$ cat src/rtl/ysyx_22041207_rd_arbiter.sv
// rtl/ysyx_22041207_rd_arbiter.sv - two-requester read-port arbiter, MEM priority with IF starvation guard
module ysyx_22041207_rd_arbiter #(
    parameter int ADDR_W       = 64,
    parameter int DATA_W       = 64,
    parameter int STARVE_LIMIT = 4
) (
    input  logic              clk,
    input  logic              rst_n,
    // instruction fetch requester
    input  logic              m0_r_valid_i,
    output logic              m0_r_ready_o,
    input  logic [ADDR_W-1:0] m0_r_addr_i,
    input  logic [7:0]        m0_r_size_i,
    output logic [DATA_W-1:0] m0_data_read_o,
    output logic              m0_data_valid,
    input  logic              m0_data_ready,
    // load path requester
    input  logic              m1_r_valid_i,
    output logic              m1_r_ready_o,
    input  logic [ADDR_W-1:0] m1_r_addr_i,
    input  logic [7:0]        m1_r_size_i,
    output logic [DATA_W-1:0] m1_data_read_o,
    output logic              m1_data_valid,
    input  logic              m1_data_ready,
    // read bridge side
    output logic              rx_r_valid_i,
    input  logic              rx_r_ready_o,
    output logic [ADDR_W-1:0] rx_r_addr_i,
    output logic [7:0]        rx_r_size_i,
    input  logic [DATA_W-1:0] rx_data_read_o,
    input  logic              rx_data_valid,
    output logic              rx_data_ready,
    output logic [1:0]        grant_o
);

    localparam int CNT_W = $clog2(STARVE_LIMIT + 1);

    localparam logic [1:0] S_IDLE = 2'd0;
    localparam logic [1:0] S_ADDR = 2'd1;
    localparam logic [1:0] S_DATA = 2'd2;

    logic [1:0]        state_q, state_d;
    logic [1:0]        grant_q, grant_d;
    logic              rx_valid_q, rx_valid_d;
    logic [ADDR_W-1:0] addr_q, addr_d;
    logic [7:0]        size_q, size_d;
    logic [CNT_W-1:0]  starve_q, starve_d;

    logic in_idle, in_data, starved, pick_m0, pick_m1;

    // Grant decision: MEM wins unless IF has already been passed over STARVE_LIMIT times
    always_comb begin
        in_idle = (state_q == S_IDLE);
        in_data = (state_q == S_DATA);
        starved = m0_r_valid_i && (starve_q == CNT_W'(STARVE_LIMIT));
        pick_m1 = in_idle && m1_r_valid_i && !starved;
        pick_m0 = in_idle && !pick_m1 && m0_r_valid_i;
    end

    // Next-state: one transaction at a time, IDLE -> ADDR -> DATA -> IDLE
    always_comb begin
        state_d    = state_q;
        grant_d    = grant_q;
        rx_valid_d = rx_valid_q;
        addr_d     = addr_q;
        size_d     = size_q;
        starve_d   = starve_q;
        case (state_q)
            S_IDLE: begin
                if (pick_m1) begin
                    grant_d    = 2'b10;
                    addr_d     = m1_r_addr_i;
                    size_d     = m1_r_size_i;
                    rx_valid_d = 1'b1;
                    state_d    = S_ADDR;
                end else if (pick_m0) begin
                    grant_d    = 2'b01;
                    addr_d     = m0_r_addr_i;
                    size_d     = m0_r_size_i;
                    rx_valid_d = 1'b1;
                    state_d    = S_ADDR;
                end
                // IF served or not waiting: its starvation history is forgiven
                if (pick_m0 || !m0_r_valid_i) begin
                    starve_d = '0;
                end else if (pick_m1 && (starve_q < CNT_W'(STARVE_LIMIT))) begin
                    starve_d = starve_q + CNT_W'(1);
                end
            end
            S_ADDR: begin
                if (rx_valid_q && rx_r_ready_o) begin
                    rx_valid_d = 1'b0;
                    state_d    = S_DATA;
                end
            end
            S_DATA: begin
                if (rx_data_valid && rx_data_ready) begin
                    grant_d = 2'b00;
                    state_d = S_IDLE;
                end
            end
            default: begin
                state_d    = S_IDLE;
                grant_d    = 2'b00;
                rx_valid_d = 1'b0;
            end
        endcase
    end

    // State registers; reset abandons any in-flight transaction
    always_ff @(posedge clk or negedge rst_n) begin
        if (!rst_n) begin
            state_q    <= S_IDLE;
            grant_q    <= 2'b00;
            rx_valid_q <= 1'b0;
            addr_q     <= '0;
            size_q     <= '0;
            starve_q   <= '0;
        end else begin
            state_q    <= state_d;
            grant_q    <= grant_d;
            rx_valid_q <= rx_valid_d;
            addr_q     <= addr_d;
            size_q     <= size_d;
            starve_q   <= starve_d;
        end
    end

    // Output steering: accept pulses in IDLE, data handshake passed through to the owner in DATA
    always_comb begin
        m0_r_ready_o   = pick_m0;
        m1_r_ready_o   = pick_m1;
        rx_r_valid_i   = rx_valid_q;
        rx_r_addr_i    = addr_q;
        rx_r_size_i    = size_q;
        grant_o        = grant_q;
        m0_data_read_o = rx_data_read_o;
        m1_data_read_o = rx_data_read_o;
        m0_data_valid  = in_data && grant_q[0] && rx_data_valid;
        m1_data_valid  = in_data && grant_q[1] && rx_data_valid;
        rx_data_ready  = in_data && ((grant_q[0] && m0_data_ready) || (grant_q[1] && m1_data_ready));
    end

endmodule

$ cat config.mk
export PLATFORM = sky130hd
export DESIGN_NAME = ysyx_22041207_rd_arbiter
export DESIGN_NICKNAME = d
export VERILOG_FILES = /design/src/rtl/ysyx_22041207_rd_arbiter.sv
export SDC_FILE = /design/constraint.sdc
export NUM_CORES = 1
export LEC_CHECK = 0
export CORE_AREA = 5 5 160 162
export CTS_BUF_LIST = sky130_fd_sc_hd__clkbuf_4
export CTS_CLUSTER_DIAMETER = 60
export DETAILED_ROUTE_END_ITERATION = 8
export DIE_AREA = 0 0 165 167
export DONT_BUFFER_PORTS = 1
export MAX_ROUTING_LAYER = met4
export RECOVER_POWER = 100
export SLEW_MARGIN = 20
export SYNTH_ARGS = -nofsm -noshare
export SYNTH_HDL_FRONTEND = slang
export SYNTH_SLANG_ARGS = --single-unit
export TNS_END_PERCENT = 30
$ cat constraint.sdc
create_clock -name clk -period 3.4 [get_ports clk]
set_clock_uncertainty 0.05 [all_clocks]
set_input_delay 0.68 -clock clk [delete_from_list [all_inputs] [get_ports clk]]
set_output_delay 0.68 -clock clk [all_outputs]
set_load 0.01 [all_outputs]
; ---- Word-level counts from Yosys, hierarchy flattened
; Cells that the tools add are included.
[word_totals]
ff_bits = 80
in_bits = 216
output_inout_bits = 208
word_cells = 61
[op_classes]
addsub = 1
n_lt_le_gt_ge = 1
eq_ne = 6
n_mux = 17
n_bitwise = 2
reduce_logical = 28
[op_table]
columns = operator, n
row1 = two-way mux 64 bit, 2
row2 = two-way mux 8 bit, 2
row3 = logical AND 1 bit, 15
row4 = one-hot mux 2 bit (3 select lines), 2
row5 = two-way mux 2 bit, 5
row6 = AND reduction 3 bit, 3
row7 = two-way mux 3 bit, 2
row8 = AND reduction 2 bit, 2
row9 = nonzero test 2 bit, 2
row10 = adder 3 x 1 -> 3 bit (second input constant), 1
row11 = equality test 3 bit (second input constant), 1
row12 = zero test 1 bit, 3
row13 = less-than comparator 3 bit (second input constant), 1
row14 = two-way mux 1 bit, 3
row15 = inequality test 3 x 1 -> 1 bit (second input constant), 1
row16 = one-hot mux 1 bit (3 select lines), 1
row17 = equality test 2 x 1 -> 1 bit (second input constant), 1
row18 = equality test 2 bit (second input constant), 1
row19 = zero test 2 bit, 1
row20 = logical OR 1 bit, 2
row21 = inequality test 2 x 1 -> 1 bit (second input constant), 1
row22 = inequality test 2 bit (second input constant), 1
row23 = inverter 1 bit, 2

; ---- Longest topological paths before layout
; Gate-level depths: netlist (run 1).
[depth]
depth_word = 10
ltp_mapped = 7
mapped_depth_nobuf = 6

; ---- Worst setup path after synthesis (run 1)
; Ideal clock, no wire load.
[synth_timing]
path_type = input-to-output
startpoint = in m0_r_valid_i
endpoint = out m0_r_ready_o
t_arrival_ns = 1.337
t_required_ns = 2.670
path_slack_ns = 1.333
path_stages = 3
n_path_buf = 1
path_cell_list = buf_4 > inv_1 > a2111oi_2
[synth_between]
elab_chain_len = 6
[synth_lines]
columns = item, line
row1 = from (decl), 10  ; input logic m0_r_valid_i,
row2 = logical AND 1 bit, 55  ; starved = m0_r_valid_i && (starve_q == CNT_W'(STARVE_LIMIT));
row3 = zero test 1 bit, 56  ; pick_m1 = in_idle && m1_r_valid_i && !starved;
row4 = logical AND 1 bit, 56
row5 = zero test 1 bit, 57  ; pick_m0 = in_idle && !pick_m1 && m0_r_valid_i;
row6 = logical AND 1 bit, 57
row7 = logical AND 1 bit (*), 57
row8 = to (decl), 11  ; output logic m0_r_ready_o,
; Every way passes the cells marked *; elsewhere a longest branch is shown, timed or not.

; ---- Final worst setup path (run 1)
[layout_timing]
startpoint = reg state_q[0]
endpoint = reg addr_q[57] (netlist: rx_r_addr_i[57])
[layout_between]
elab_chain_len = 8
elab_cells_between_ends = 9
cone_classes = mux: 1 / reduce/logical: 8
[layout_lines]
columns = item, line
row1 = from (decl), 42  ; logic [1:0] state_q, state_d;
row2 = from (signal assigned), 120  ; state_q <= state_d;
row3 = zero test 2 bit (*), "53, 68"
row4 = logical AND 1 bit (2 in series), 56
row5 = zero test 1 bit, 57
row6 = logical AND 1 bit (2 in series), 57
row7 = nonzero test 2 bit (no line), -
row8 = AND reduction 2 bit (no line), -
row9 = to (signal assigned), 123  ; addr_q <= addr_d;
row10 = to (decl), 45  ; logic [ADDR_W-1:0] addr_q, addr_d;
; Marked as above.
; A chain may end at the register's enable or synchronous reset.

==> metrics, run 1 <==
Post-Syn Area per Cell=8.69 sq um; vias per inst=4.96; initial core utilization=21.4%; CTS tree=yes; setup tns final=0 ns; Syn-to-layout area delta=-10.8%; Clk pwr share=15.6%; antenna-violating nets left=0; CTS H-tree lvls=3; clk buf depth=2; GRT Resource Usage Total=11.4%; RD Place Congestion=0.760; site row count=57; Rel. slew slack=-42.8%; CP max stage cell=or2_0; DP Wirelength=11600 um; total routed wirelength=16300 um; Comb pwr share=34.9%; Seq/Total Area, Yosys=39.0%; Int Power=2180 uW; IO Pins=424; VDD IR max=0.000231 V; Worst-Margin Slew=2.14 ns; CTS Sinks=80; vias in the first global route=3799; worst-path cell chain=or2_0 -> buf_4 -> o21ai_0 -> o311ai_0; Post-synth ARST share=100%; Syn Std Cell Area=5130 sq um; Sw Pwr=1940 uW; DR pass1 iterations=6; CTS root buf=clkbuf_4; largest net degree at the start of global routing=81; outcome=finished with violations; Post-synth EDFFs=0; first-pass GRT wire length=23500 um; final net count=655; failing checks=capacitance limit, slew limit; WL/cell=21.3 um; total core area=24000 sq um; Yosys Warn Count=0; # resized after CTS=0; DR vias=3801; CP Launch Type=flop; Final Max Slew Viols=186; Lkg Pwr=0.00181 uW; number of DRC markers in iteration 0=253; Critical Path Fanout Max=46; Buf/Inv on CP=1; switch share=47.1%; Critical Path End Type=flop; share of cells above drive strength 1=6.33%; max incr delay on CP=1.30 ns; Clock Pin Slew Worst Setup and Hold Paths=0.18 ns; syn_nets=808; period utilization=87.3%; Mapped Cells=590; RSZ-0062 raised after global routing=false; Final Hold Viols=0; Critical Path RT=3.67 ns; worst min path class=in -> reg; clock buffer count from CTS=9; Final setup viols=0; Seq cells post-synth=80; DR DRC count=0; PwrDens=901 nW/um^2; I/O Buffers=0; clk_lat worst skew=0.47 ns; Distinct cells, synth=33; Die Wd=165 um; DIE AREA=27600 sq um; crit path DAT=3.24 ns; Crit Path Class=reg -> reg; ys flop type=dfrtp_1; Seq pwr share=49.5%; Crit path max-delay family=simple AND/OR/NAND/NOR gates; max_cap viols=3; Max Fclk=337 MHz; Period minus WS final=2.97 ns; Util after Layout=19.1%; Congestion Overflow GR=0; antenna violations before repair=1; Chip Height=167 um
==> power groups by stage <==
stage	sequential [uW]	clock, uW	combinational, uW
floorplan	1900	0	1470
global placement	2080	0	1530
detailed placement	2090	0	1590
CTS	2070	685	1610
global route	2110	715	1630
finish	2040	645	1440
==> timing repair <==
item / CTS / global route
hold buffers: 2 / 0
setup buffers: 0 / 0
endpoints found under the hold margin: 80 / 0
==> per-layer routing <==
metal  track usage [%]  share of wire (%)  wire, um  vias to the layer above
met3              4.25                 10      1660                       76
li1                  -                  -         -                     1632
met1              12.7                 38      6170                     1840
met4              7.02                4.4       716                        0
met2              17.3                 48      7760                      253
met5                 -                  0         0                        -
==> synthesized netlist by cell type, types with 2 or more instances <==
library cell	instances	area, sq um
o211ai_1	2	15.0
nand2_1	6	22.5
dfrtp_1	80	2000
inv_1	77	289
and3_1	2	12.5
nor2_1	4	15.0
mux2i_1	2	20.0
o311ai_0	3	26.3
ha_1	2	25.0
o21ai_0	74	370
nand4_1	3	18.8
clkbuf_1	23	86.3
a21oi_1	2	10.0
nand3_1	75	375
o311ai_1	69	604
buf_2	12	60.1
buf_4	138	1040
==> worst paths after layout <==
| kind | startpoint | end | slack [ns] | cells after the start |
|---|---|---|---|---|
| setup / recovery | state_q[0]$_DFFE_PN0P_ | rx_r_addr_i[57]$_DFFE_PN0P_ | 0.43 | 4 |
| setup reg to reg | state_q[0]$_DFFE_PN0P_ | rx_r_addr_i[57]$_DFFE_PN0P_ | 0.43 | 4 |
| max in group asynchronous | rst_n | rx_r_addr_i[2]$_DFFE_PN0P_ | 0.70 | 2 |
| hold / removal | rx_r_ready_o | state_q[1]$_DFFE_PN0P_ | 0.28 | 2 |
| hold reg to reg | starve_q[1]$_DFFE_PN0P_ | starve_q[1]$_DFFE_PN0P_ | 0.53 | 2 |
| min in group asynchronous | rst_n | rx_r_size_i[1]$_DFFE_PN0P_ | 1.33 | 2 |
==> cells in the final DEF (no fill, tap or decap), types with 2 or more instances in the layout <==
| master | synthesis | layout |
|---|---|---|
| a21oi_1 | 2 | 2 |
| and3_1 | 2 | 2 |
| buf_4 | 138 | 5 |
| clkbuf_2 | 0 | 2 |
| clkbuf_4 | 0 | 9 |
| clkinvlp_4 | 0 | 2 |
| dfrtp_1 | 80 | 80 |
| ha_1 | 2 | 2 |
| inv_1 | 77 | 77 |
| inv_6 | 0 | 2 |
| mux2i_1 | 2 | 2 |
| nand2_1 | 6 | 7 |
| nand3_1 | 75 | 75 |
| nand4_1 | 3 | 3 |
| nor2_1 | 4 | 3 |
| o211ai_1 | 2 | 2 |
| o21ai_0 | 74 | 74 |
| o311ai_0 | 3 | 71 |
==> per-stage QoR <==
stage	instances	setup WS [ns]	instance area (sq um)	hold slack [ns]	total power (uW)
after floorplan	590	1.33	5130	0.334	3380
after global placement	748	1.09	4430	0.337	3610
after detailed placement	748	1.08	4430	0.337	3680
after CTS	766	0.496	4620	0.213	4360
after global routing	767	0.197	4580	0.214	4450
final	767	0.432	4580	0.282	4120
==> layout make-up <==
type / instances / area, sq um
multi-input combinational: 258 / 1650
clock inverter: 7 / 77.6
antenna: 1 / 2.50
timing repair buffer: 10 / 81.3
fill: 2685 / 19400
inverter: 78 / 293
tap: 324 / 405
sequential: 80 / 2000
clock buffer: 9 / 67.6
==> flip-flops by register name (all words and copies together), names as in the netlist <==
signal        cells
starve_q          3
rx_r_addr_i      64
rx_r_size_i       8
grant_o           2
state_q           2
rx_r_valid_i      1
==> cell families after synthesis <==
kind of cell	after synthesis	share of synthesized area [%]
fa+ha+maj	2	0.488
flops	80	39.0
mux	2	0.390
simple gates	98	10.1
buf+inv	252	29.0
compound gates	156	21.1
Note: power is estimated with default switching activity, not from simulation.
==> run 2: changes to the inputs <==
Settings changed: RECOVER_POWER 100 to not set.
==> run 2 against run 1 <==
The run now ends clean. Design area up 0.93%. Sequential share of layout area down 0.40 points. Die area unchanged. Utilization up 0.18 points. Worst setup slack better by 0.12 ns. Maximum frequency up 4.2%. Total power up 4.2%.
==> metrics, run 2 (synthesis results as in run 1) <==
antenna-violating nets left=0; clk_lat worst skew=0.47 ns; Worst-Margin Slew=0.863 ns; RD Place Congestion=0.760; Crit Path Class=reg -> out; DR pass1 iterations=5; share of cells above drive strength 1=7.24%; Final setup viols=0; Max Fclk=351 MHz; fillcell total=2681; DP Wirelength=11600 um; CP Launch Type=flop; RSZ-0062 raised after global routing=false; worst min path class=in -> reg; DIE AREA=27600 sq um; Critical Path Fanout Max=26; most frequent cells in the layout=dfrtp_1, inv_1, nand3_1, o21ai_0, o311ai_1; max incr delay on CP=0.51 ns; CTS Sinks=80; antenna violations before repair=1; Util after Layout=19.3%; I/O Buffers=0; vias in the first global route=3799; Syn-to-layout area delta=-9.93%; CTS tree=yes; Period minus WS final=2.85 ns; setup tns final=0 ns; reg2reg setup slack=1.03 ns; Lkg Pwr=0.00187 uW; clock buffer count from CTS=9; first-pass GRT wire length=23500 um; initial core utilization=21.4%; number of DRC markers in iteration 0=259; total routed wirelength=16400 um; site row count=57; multi-input logic area=1660 sq um; crit path DAT=2.12 ns; Rel. slew slack=42.5%; setup bufs post-CTS=0; GRT Resource Usage Total=11.4%; final net count=655; DR vias=3823; IO Pins=424; total core area=24000 sq um; Final Max Slew Viols=0; Clock Pin Slew Worst Setup and Hold Paths=0.18 ns; Die Wd=165 um; vias per inst=4.98; Critical Path RT=2.67 ns; commonest non-fill, non-tap cell in the layout=dfrtp_1; DR DRC count=0; sequential cell area=2000 sq um; CP max stage cell=inv_2; Largest register FFs=64; PwrDens=930 nW/um^2; CTS root buf=clkbuf_4; VDD IR max=0.000242 V; cts hold-fix bufs=2; # resized after CTS=0; outcome=finished, final reports clean; worst-path cell chain=inv_1 -> ha_1 -> nand3_4 -> nand2_2 -> inv_2; Final Hold Viols=0; largest net degree at the start of global routing=81; WL/cell=21.3 um; max_cap viols=0; Critical Path End Type=output port; Congestion Overflow GR=0; period utilization=83.7%; CTS H-tree lvls=3; Chip Height=167 um; clk buf depth=2
-- run 2: changes by cell type in the layout (fill, tap and decap cells not counted) --
cell / change
buf_16: +1
buf_4: +2
clkbuf_1: -1
clkbuf_2: -2
nand2_1: -1
nand2_2: +1
nor3b_1: -1
nor3b_4: +1
o311ai_0: -68
o311ai_1: +68
or2_0: -1
or2_2: +1
-- run 2: routing by layer --
| metal | vias to the layer above | wire length, um | global-route usage [%] |
|---|---|---|---|
| met5 | - | 0 | - |
| met3 | 75 | 1730 | 4.25 |
| met1 | 1842 | 6120 | 12.7 |
| met2 | 280 | 7790 | 17.3 |
| li1 | 1626 | - | - |
| met4 | 0 | 709 | 7.02 |
-- run 2: critical path, delay by kind of cell, from the launching register on --
| family | cells | cell delay, ns |
|---|---|---|
| buf+inv | 2 | 0.58 |
| fa+ha+maj | 1 | 0.24 |
| flops | 1 | 0.38 |
| simple gates | 2 | 0.45 |
-- run 2: where the power goes --
group,internal (uW),switching (uW)
logic,595,1000
clock network,232,415
registers,1440,607
total,2270,2030
-- run 2: path summary, 6_finish.rpt --
check	startpoint	end	cells past startpoint
max in group asynchronous	rst_n	rx_r_addr_i[18]$_DFFE_PN0P_	2
worst max register to register	starve_q[0]$_DFFE_PN0P_	rx_r_addr_i[57]$_DFFE_PN0P_	7
worst min-delay path	rx_r_ready_o	state_q[1]$_DFFE_PN0P_	2
min in group asynchronous	rst_n	rx_r_size_i[1]$_DFFE_PN0P_	2
worst min register to register	starve_q[1]$_DFFE_PN0P_	starve_q[1]$_DFFE_PN0P_	2
worst max-delay path	starve_q[0]$_DFFE_PN0P_	m1_r_ready_o	5
-- run 2: per-stage QoR --
stage	instance area (sq um)	worst slack, ns	total power, uW	std cells	hold slack [ns]
after floorplan	5130	1.33	3380	590	0.334
after global placement	4430	1.09	3610	748	0.337
after detailed placement	4430	1.08	3680	748	0.337
after CTS	4620	0.496	4360	766	0.213
after global routing	4620	0.370	4620	767	0.214
final	4620	0.553	4290	767	0.281
-- run 2: final cells by class --
cell class	instances	area share, %
repair buffers	10	2.38
clock buffers	9	1.46
well taps	324	8.78
inverters	78	6.34
diodes	1	0.0542
multi-input cells	258	36.0
clock inverters	7	1.68
flip-flops and latches	80	43.3
==> run 3: changes to the inputs <==
Clock period 3.4 ns to 2.59 ns, I/O delays scaled along.
==> run 3 against run 2 <==
Non-clock buffer count grew 3. Hold slack got worse by 0.15 ns. First-iteration DRC count rose by 17%. Critical path depth down 1. Cell count grew 0.52%. Global-route usage up 0.30 points. Clock power up 10%. Sequential share of layout area shrank 0.19 points. Count of clock-buffer cells in the layout increased by 2. Die area did not move. Critical endpoint is now m0_r_ready_o.
==> metrics, run 3 (synthesis results as in run 1) <==
outcome=finished, final reports clean; Final Max Slew Viols=0; min-delay src=rx_r_ready_o; largest net degree at the start of global routing=81; Chip Height=167 um; cell area after layout=4640 sq um; # placed instances=751; CTS tree=yes; number of DRC markers in iteration 0=303; Clock Pin Slew Worst Setup and Hold Paths=0.16 ns; multi-input logic area=1670 sq um; Buf/Inv on CP=1; CTS Sinks=80; Crit path max-delay family=compound AO/OA/AOI/OAI gates; total routed wirelength=16400 um; Congestion Overflow GR=0; Syn-to-layout area delta=-9.54%; CP Launch Type=flop; sequential cell area=2000 sq um; Worst-Margin Slew=0.790 ns; DR vias=3698; clk buf depth=2; R2R Path Start=state_q[0]$_DFFE_PN0P_; crit path DAT=1.81 ns; Final setup viols=0; Crit Path Class=reg -> out; clock buffer count from CTS=9; Max Fclk=421 MHz; Die Wd=165 um; placed cell area=4470 sq um; max_cap viols=0; setup tns final=0 ns; initial core utilization=21.4%; PwrDens=1200 nW/um^2; antenna-violating nets left=0; Period minus WS final=2.37 ns; first-pass GRT wire length=23800 um; DIE AREA=27600 sq um; Lkg Pwr=0.00188 uW; CTS root buf=clkbuf_4; clk_lat worst skew=0.46 ns; max incr delay on CP=0.47 ns; final net count=658; DR pass1 iterations=5; Critical Path End Type=output port; period utilization=91.6%; CP max stage cell=a2111oi_4; Rel. slew slack=47.1%; worst min path class=in -> reg; site row count=57; overall power=5570 uW; GRT Resource Usage Total=11.7%; WL/cell=21.3 um; Non-Filler Instances=771; VDD IR max=0.000354 V; vias in the first global route=3902; vias per inst=4.80; DP Wirelength=11500 um; fillcell total=2702; Largest register FFs=64; IO Pins=424; total core area=24000 sq um; CP Launch Point=starve_q[0]$_DFFE_PN0P_; worst-path cell chain=inv_1 -> ha_1 -> nand2_1 -> a2111oi_4; share of cells above drive strength 1=7.87%; antenna violations before repair=2; RD Place Congestion=0.807; Final Hold Viols=0; Critical Path Fanout Max=3; commonest non-fill, non-tap cell in the layout=dfrtp_1; Critical Path RT=2.02 ns; I/O Buffers=0; Util after Layout=19.4%; most frequent cells in the layout=dfrtp_1, inv_1, nand3_1, o21ai_0, o311ai_1; DR DRC count=0; RSZ-0062 raised after global routing=false; CTS H-tree lvls=3
[run 3: path summary, 6_finish.rpt]
kind	cells after the start	slack [ns]	end
worst min register to register	2	0.52	starve_q[1]$_DFFE_PN0P_
max in group asynchronous	2	1.54	rx_r_size_i[5]$_DFFE_PN0P_
worst max register to register	5	0.57	rx_r_addr_i[5]$_DFFE_PN0P_
worst min-delay path	2	0.13	state_q[1]$_DFFE_PN0P_
min in group asynchronous	2	0.61	rx_r_addr_i[6]$_DFFE_PN0P_
worst max-delay path	4	0.22	m0_r_ready_o
[run 3: metrics by stage]
step                hold slack, ns  worst slack [ns]
floorplan                    0.172             0.765
global placement             0.174             0.604
detailed placement           0.175             0.597
CTS                         0.0716            0.0540
global route                0.0694            0.0542
finish                       0.131             0.216
[run 3: metal layers]
metal | vias up | part of all wire (%) | track usage (%)
met4 | 0 | 3.9 | 6.33
met5 | - | 0 | -
met3 | 66 | 11 | 4.79
met2 | 245 | 48 | 19.1
met1 | 1748 | 37 | 12.0
li1 | 1639 | - | -
[run 3: area by class of cell]
cell class              instances  share of cell area, %
diodes                          2                  0.108
clock buffers                  11                   1.78
flip-flops and latches         80                   43.1
clock inverters                 5                  0.701
well taps                     324                   8.74
multi-input cells             258                   36.1
inverters                      78                   6.31
repair buffers                 13                   3.13
[run 3: where the power goes]
part	total [uW]	internal, uW	switching [uW]
clock network	712	218	494
registers	2680	1890	788
logic	2180	828	1350
total	5570	2940	2640
[run 3: worst reg2reg max path: stages (launching register included)]
cell      delay [ns]
dfrtp_1         0.54
nor3b_4         0.31
nand2_2         0.12
inv_2           0.16
buf_4           0.45
o311ai_0        0.23
[run 3: timing repair]
action,CTS,global route
hold endpoints to repair,80,0
endpoints found under the setup margin,0,1
buffers inserted,0,0
gates resized for setup,0,1
hold buffers,2,0
